`src/rtl/edge_waveform_generator.sv`:
```
// Converts single-cycle rise/fall request pulses into a held, rate-limited level.
// Optional one-deep queue for an opposite-direction request: define EDGE_GEN_PENDING_EN.
module edge_waveform_generator #(
  parameter int unsigned MIN_HIGH = 4,
  parameter int unsigned MIN_LOW  = 4,
  parameter int unsigned CNT_W    = 8
) (
  input  logic Clk,
  input  logic Rst,
  input  logic Rise_Req,
  input  logic Fall_Req,
  output logic Y,
  output logic Busy,
  output logic Pending,
  output logic Req_Drop
);

  typedef enum logic [1:0] {
    LOW_IDLE  = 2'd0,
    LOW_HOLD  = 2'd1,
    HIGH_IDLE = 2'd2,
    HIGH_HOLD = 2'd3
  } state_e;

  localparam logic [CNT_W-1:0] HIGH_LOAD = CNT_W'(MIN_HIGH - 1);
  localparam logic [CNT_W-1:0] LOW_LOAD  = CNT_W'(MIN_LOW - 1);

  state_e           state_q, state_d;
  logic [CNT_W-1:0] cnt_q, cnt_d;
  logic             pend_q, pend_d;
  logic             drop_q, drop_d;
  logic             y_q, y_d;
  logic             busy_q, busy_d;

  logic level;
  logic in_hold;
  logic both_req;
  logic opp_req;
  logic go;
`ifdef EDGE_GEN_PENDING_EN
  logic same_req;
`endif

  // The pending slot only ever holds a request opposite to the current level, so one bit suffices.
  always_comb begin
    state_d  = state_q;
    cnt_d    = cnt_q;
    pend_d   = pend_q;
    drop_d   = 1'b0;
    go       = 1'b0;
    level    = (state_q == HIGH_IDLE) || (state_q == HIGH_HOLD);
    in_hold  = (state_q == LOW_HOLD) || (state_q == HIGH_HOLD);
    both_req = Rise_Req & Fall_Req;
    opp_req  = !both_req && (level ? Fall_Req : Rise_Req);
`ifdef EDGE_GEN_PENDING_EN
    same_req = !both_req && (level ? Rise_Req : Fall_Req);
`endif

    if (both_req) drop_d = 1'b1;

    if (!in_hold) begin
      go = opp_req;
    end else if (cnt_q != '0) begin
      cnt_d = cnt_q - CNT_W'(1);
`ifdef EDGE_GEN_PENDING_EN
      if (opp_req) begin
        pend_d = 1'b1;
      end else if (same_req && pend_q) begin
        pend_d = 1'b0;
        drop_d = 1'b1;
      end
`else
      if (opp_req) drop_d = 1'b1;
`endif
    end else begin
`ifdef EDGE_GEN_PENDING_EN
      go = opp_req || (pend_q && !same_req);
      if (same_req && pend_q) drop_d = 1'b1;
`else
      go = opp_req;
`endif
      pend_d  = 1'b0;
      state_d = level ? HIGH_IDLE : LOW_IDLE;
    end

    if (go) begin
      state_d = level ? LOW_HOLD : HIGH_HOLD;
      cnt_d   = level ? LOW_LOAD : HIGH_LOAD;
    end

    y_d    = (state_d == HIGH_IDLE) || (state_d == HIGH_HOLD);
    busy_d = (state_d == LOW_HOLD) || (state_d == HIGH_HOLD);
  end

  always_ff @(posedge Clk) begin
    if (Rst) begin
      state_q <= LOW_IDLE;
      cnt_q   <= '0;
      pend_q  <= 1'b0;
      drop_q  <= 1'b0;
      y_q     <= 1'b0;
      busy_q  <= 1'b0;
    end else begin
      state_q <= state_d;
      cnt_q   <= cnt_d;
      pend_q  <= pend_d;
      drop_q  <= drop_d;
      y_q     <= y_d;
      busy_q  <= busy_d;
    end
  end

  assign Y        = y_q;
  assign Busy     = busy_q;
  assign Pending  = pend_q;
  assign Req_Drop = drop_q;

endmodule

```
`config.mk`:
```
export PLATFORM = sky130hd
export DESIGN_NAME = edge_waveform_generator
export DESIGN_NICKNAME = d
export VERILOG_FILES = /design/src/rtl/edge_waveform_generator.sv
export SDC_FILE = /design/constraint.sdc
export NUM_CORES = 1
export LEC_CHECK = 0
export CAP_MARGIN = 0
export CORE_AREA = 2 2 39 41
export CTS_CLUSTER_SIZE = 8
export DETAILED_ROUTE_END_ITERATION = 6
export DIE_AREA = 0 0 41 43
export PLACE_DENSITY = 0.8
export SYNTH_ARGS = -nofsm -noshare
export SYNTH_HDL_FRONTEND = slang
export SYNTH_SLANG_ARGS = --single-unit
```
`constraint.sdc`:
```
create_clock -name Clk -period 4.2 [get_ports Clk]
set_input_delay 0.42 -clock Clk [delete_from_list [all_inputs] [get_ports Clk]]
set_output_delay 0.42 -clock Clk [all_outputs]
set_load 0.01 [all_outputs]
```
==> out/qor.txt, run 1 <==
# DRC: 0
sequential fraction of the synthesis area: 32.7%
ys async rst share: 0%
cells along the critical path: or4b_4 > or4b_1 > a221oi_2
vias in the first global route: 570
final hold vios: 0
Period Utilization, post-route: 46.5%
CP Max Fanout: 11
WP data arrival: 2.14 ns
Period minus WS final: 1.95 ns
Leakage: 0.271 nW
Synth-to-Final Area Change: 9.71%
post-synth net total: 86
CTS tree: built
CP peak stage delay: 0.56 ns
nets@finish: 90
MaxCap Viol Count: 0
total of fill cells in the finished design: 124
Core ar.: 0.00138 mm2
Max-slew headroom: 53.4%
Mapped Cells: 80
final worst hold slack: 0.542 ns
number of post-CTS setup repair buffers: 0
Synth top area share: 32.7%
Remaining Overflow, GRT: 0
clock insertion delay at the later pin of the skew report: 0.27 ns
final wirelength: 1390 um
reg-to-reg critical path startpoint: Busy
1st-iter DRT viols: 17
Setup CP Type: flop to flop
register bit total from synthesis: 12
Cell variety after synth: 37
ant diodes: 0
Num CTS Buffers: 3
H-tree Lvls: 1
IO Pins: 8
power density over the cells: 410 mW/mm2
initial antenna violation count: 0
IO buf count: 6
RSZ-0062 raised after global routing: false
slowest CP cell: or4b_4
Synth area leaders: dfxtp_1 33%, a221oi_2 4.1%, nor3b_1 4.1%
post-DR wirelength/cell: 14.0 um
Clock Tree Buf Depth: 2
Synth top cells by count: 12 x dfxtp_1, 7 x nand2_1, 4 x clkbuf_1, 4 x inv_1, 4 x nor3b_1
cell count along the critical path: 3
Slew Viols, Final: 0
area of the mapped netlist: 734 um2
mean post-synth cell area: 9.18 um2
largest net degree at the start of global routing: 19
CP endpoint: cnt_q[5]
GRT Util Overall: 20.0%
Setup violations, final: 0
Die H: 43 um
actual slew at the worst max-slew pin: 0.698 ns
worst path required time: 4.38 ns
Hold Path Origin: cnt_q[7]
Sum Neg Setup Slack: 0 ns
Synth area leader: dfxtp_1
via/cell ratio: 6.43
ys flop type: dfxtp_1
Worst setup EP type: flop
Final Wtd Congestion: 0.751
status: finished, final reports clean
startpoint types: flop
reg2reg end: cnt_q[5]
Root Buffer: clkbuf_4
die area: 0.00176 mm2
most numerous cell in the Yosys netlist: dfxtp_1
HP Class: flop to flop
Initial Util: 53.1%
routed vias: 637
CTS Sinks: 12
hold_buf cts: 0
clk slew on worst S/H paths: 0.07 ns
die width: 41 um
half-perimeter wire length after placement: 991 um
Detail Route Antenna Nets: 0
Crit path max-delay family: simple AND/OR/NAND/NOR gates
Max VDD drop: 0.000279 V
WP buf/inv: 0
R2R setup slack: 2.25 ns
worst clock skew: 0.00569 ns
Synth Warn #: 0
TritonRoute pass-1 iters: 4
share of post-route cells with drive strength above 1: 9.64%
Core Rows: 14
first-pass GRT wire length: 2390 um
CTS resizes: 0
FMAX: 512 MHz
Critical path origin: Busy
Post-synth EDFFs: 0
Worst Reg-to-Reg Cells: 3
-- per-layer routing --
metal  GRT usage (%)  vias up  wire, um
li1                -      324         -
met1            27.8      282       656
met2            27.8       26       619
met3            1.57        5        65
met4            14.0        0        44
met5               0        -         0
-- placed cells by master (no fill, tap or decap), drive strengths merged, types with 2 or more instances in the layout --
cell / instances
o31ai: 3
or4b: 2
o311ai: 2
a221oi: 5
dfxtp: 12
nor3: 3
clkdlybuf4s50: 6
o21ai: 3
a311oi: 2
nor3b: 4
a31oi: 3
clkbuf: 4
nor2: 2
ha: 2
nand2: 7
and3b: 2
inv: 4
or4: 2
-- sequential cells by signal, indices dropped and copies added (netlist names) --
register	cells
Busy	1
Req_Drop	1
Y	1
cnt_q	8
state_q	1
-- cell families after synthesis --
logic type	Yosys count	synth area share, %
AND/OR/NAND/NOR	30	26.9
AO/OA/AOI/OAI	24	28.3
flip-flops	12	32.7
buffers and inverters	11	8.18
adder cells (fa/ha/maj)	2	3.41
other	1	0.511
-- worst min-delay path, delay by kind of cell, from the launching register on --
kind	cells	cell delay [ns]
AOI/OAI and AO/OA	2	0.16
DFF	1	0.34
-- power breakdown --
part | internal [mW] | switching (mW)
logic | 0.0416 | 0.0559
registers | 0.128 | 0.0164
clock network | 0.0527 | 0.0359
-- stage by stage --
step | power [mW] | instance area (um2) | utilization [%] | std cells | worst slack, ns
CTS | 0.332 | 806 | 58.2 | 99 | 2.26
global route | 0.353 | 806 | 58.2 | 99 | 2.18
finish | 0.330 | 806 | 58.2 | 99 | 2.25
detailed placement | 0.242 | 769 | 55.6 | 95 | 2.10
global placement | 0.241 | 769 | 55.6 | 95 | 2.19
floorplan | 0.220 | 734 | - | 80 | 2.40
-- cell type report --
cell class	instances	area, um2	area share, %
Clock buffer	4	36.3	4.50
Inverter	4	15.0	1.86
Multi-Input combinational cell	57	434	53.9
Sequential cell	12	240	29.8
Tap cell	16	20.0	2.48
Timing Repair Buffer	6	60.1	7.45
-- how the worst min path moves through the flow --
| stage | to | depth (start not counted) |
|---|---|---|
| after floorplan | cnt_q[1] | 2 |
| after global placement | cnt_q[7] | 2 |
| after detailed placement | cnt_q[7] | 2 |
| after CTS | cnt_q[7] | 2 |
| after global routing | cnt_q[7] | 2 |
| final | cnt_q[7] | 2 |
(Power assumes the default switching activity.)
==> inputs of run 2 (changes only) <==
- CORE_AREA: 2 2 39 41 -> not set
- CORE_MARGIN: not set -> 2
- CORE_UTILIZATION: not set -> 48
- DIE_AREA: 0 0 41 43 -> not set
- PLACE_DENSITY: 0.8 -> 0.74
- clock period: 4.2 -> 1.6 ns (I/O delays scaled with it)
==> run 2 against run 1 <==
  * The flow now finishes with violations (negative setup slack)
  * Cell area grew 30%
  * Total power rose to 3.2 times the previous value
  * Sequential power increased to 2.6 times the previous value
  * Sequential share of layout area shrank 6.0 points
  * Largest cell class unchanged
  * Largest power group is now combinational logic
  * Highest routed layer unchanged
==> out/qor.txt, run 2 (synthesis gave the netlist of run 1 again) <==
Worst setup EP type: flop
vias in the first global route: 719
power density over the cells: 1020 mW/mm2
Cells after DPL: 116
Non-Filler Instances: 123
WP data arrival: 1.90 ns
# DRC: 0
ant diodes: 0
worst path required time: 1.79 ns
Clock Tree Buf Depth: 2
Initial Util: 49.9%
Core Util, Final: 71.1%
clk slew on worst S/H paths: 0.08 ns
Max VDD drop: 0.000645 V
Storage cell area: 249 um2
CTS Sinks: 12
Biggest register: cnt_q
die width: 43.1 um
largest net degree at the start of global routing: 11
startpoint types: flop
cells along the critical path: or4_4 > or4_4 > a221oi_2
Period Utilization, post-route: 106%
area occupied by multi-input gates: 482 um2
final worst hold slack: 0.569 ns
Slew Viols, Final: 0
hold_buf cts: 0
H-tree Lvls: 1
failing checks: negative setup slack
1st-iter DRT viols: 44
slowest CP cell: or4_4
Root Buffer: clkbuf_4
total of fill cells in the finished design: 126
Synth-to-Final Area Change: 42.4%
final hold vios: 0
Hold Crit Depth: 2
first-pass GRT wire length: 3320 um
Core Rows: 14
Core ar.: 0.00147 mm2
Leakage: 0.398 nW
clock insertion delay at the later pin of the skew report: 0.28 ns
Worst Reg-to-Reg Cells: 3
Final Wtd Congestion: 0.816
die area: 0.00186 mm2
nets@finish: 114
status: finished, violations left
half-perimeter wire length after placement: 1400 um
commonest cells after routing, fill and taps aside: 23 x buf_4, 7 x dfxtp_1, 7 x nand2_1
CP Max Fanout: 3
max reg flops: 8
Die H: 43.1 um
Period minus WS final: 1.70 ns
most common cell after layout, fill and taps aside: buf_4
worst clock skew: 0.000636 ns
initial antenna violation count: 0
GRT Util Overall: 24.7%
post-DR wirelength/cell: 16.2 um
Remaining Overflow, GRT: 0
final wirelength: 1990 um
Setup violations, final: 3
RSZ-0062 raised after global routing: true
IO buf count: 6
Post-Place Setup Slack: -0.133 ns
most frequent cell on the critical path: or4_4
via/cell ratio: 6.23
HP Class: flop to flop
IO Pins: 8
Detail Route Antenna Nets: 0
share of post-route cells with drive strength above 1: 45.8%
MaxCap Viol Count: 0
Setup CP Type: flop to flop
CP peak stage delay: 0.51 ns
CTS tree: built
routed vias: 766
FMAX: 587 MHz
R2R setup slack: -0.10 ns
TritonRoute pass-1 iters: 4
Num CTS Buffers: 3
total power: 1.06 mW
PnR worst setup slack: -0.103 ns
run 2: cell types whose count changed in the layout (fill, tap and decap cells not counted), moves of 2 or more:
cell / previous run / this run
dfxtp_1: 12 / 7
a221oi_1: 3 / 1
dfxtp_2: 0 / 4
buf_4: 0 / 23
or4_1: 2 / 0
inv_1: 4 / 2
inv_2: 0 / 2
a221oi_2: 2 / 4
or4_4: 0 / 2
run 2: worst paths after layout:
kind,endpoint,from
setup / recovery,cnt_q[7],cnt_q[6]
hold / removal,cnt_q[7],cnt_q[7]
setup reg to reg,cnt_q[7],cnt_q[6]
hold reg to reg,cnt_q[7],cnt_q[7]
run 2: metrics by stage:
step | instance area [um2] | setup TNS (ns)
2_1_floorplan | 737 | -0.361
3_3_place_gp | 928 | -0.215
3_5_place_dp | 928 | -0.682
4_1_cts | 990 | -0.475
5_1_grt | 1050 | -0.451
6_report | 1050 | -0.232
run 2: critical path, delay by kind of cell, from the launching register on:
kind,cells,cell delay (ns)
DFF,1,0.36
and+or+nand+nor,2,1.01
AOI/OAI and AO/OA,1,0.25
run 2: repair_timing:
item	CTS	global route
cloned	0	0
pin swaps	2	3
endpoints found under the setup margin	11	12
buffers inserted	1	2
gates resized for setup	6	13
run 2: area by class of cell:
class                   count  share of cell area, %
well taps                  16                   1.91
repair buffers             30                   23.3
clock buffers               4                   3.47
multi-input cells          57                   46.1
flip-flops and latches     12                   23.8
inverters                   4                   1.44
run 2: where the power goes:
group / leakage, nW / internal [mW] / switching [mW]
registers: 0.101 / 0.338 / 0.0304
clock network: 0.0210 / 0.138 / 0.108
logic: 0.277 / 0.231 / 0.217
run 2: per-layer routing:
metal | vias to the layer above | GRT usage, % | part of all wire (%)
li1 | 367 | - | -
met5 | - | 0 | 0
met2 | 39 | 42.1 | 52
met3 | 7 | 5.11 | 6.3
met4 | 0 | 12.7 | 2.6
met1 | 353 | 28.4 | 39
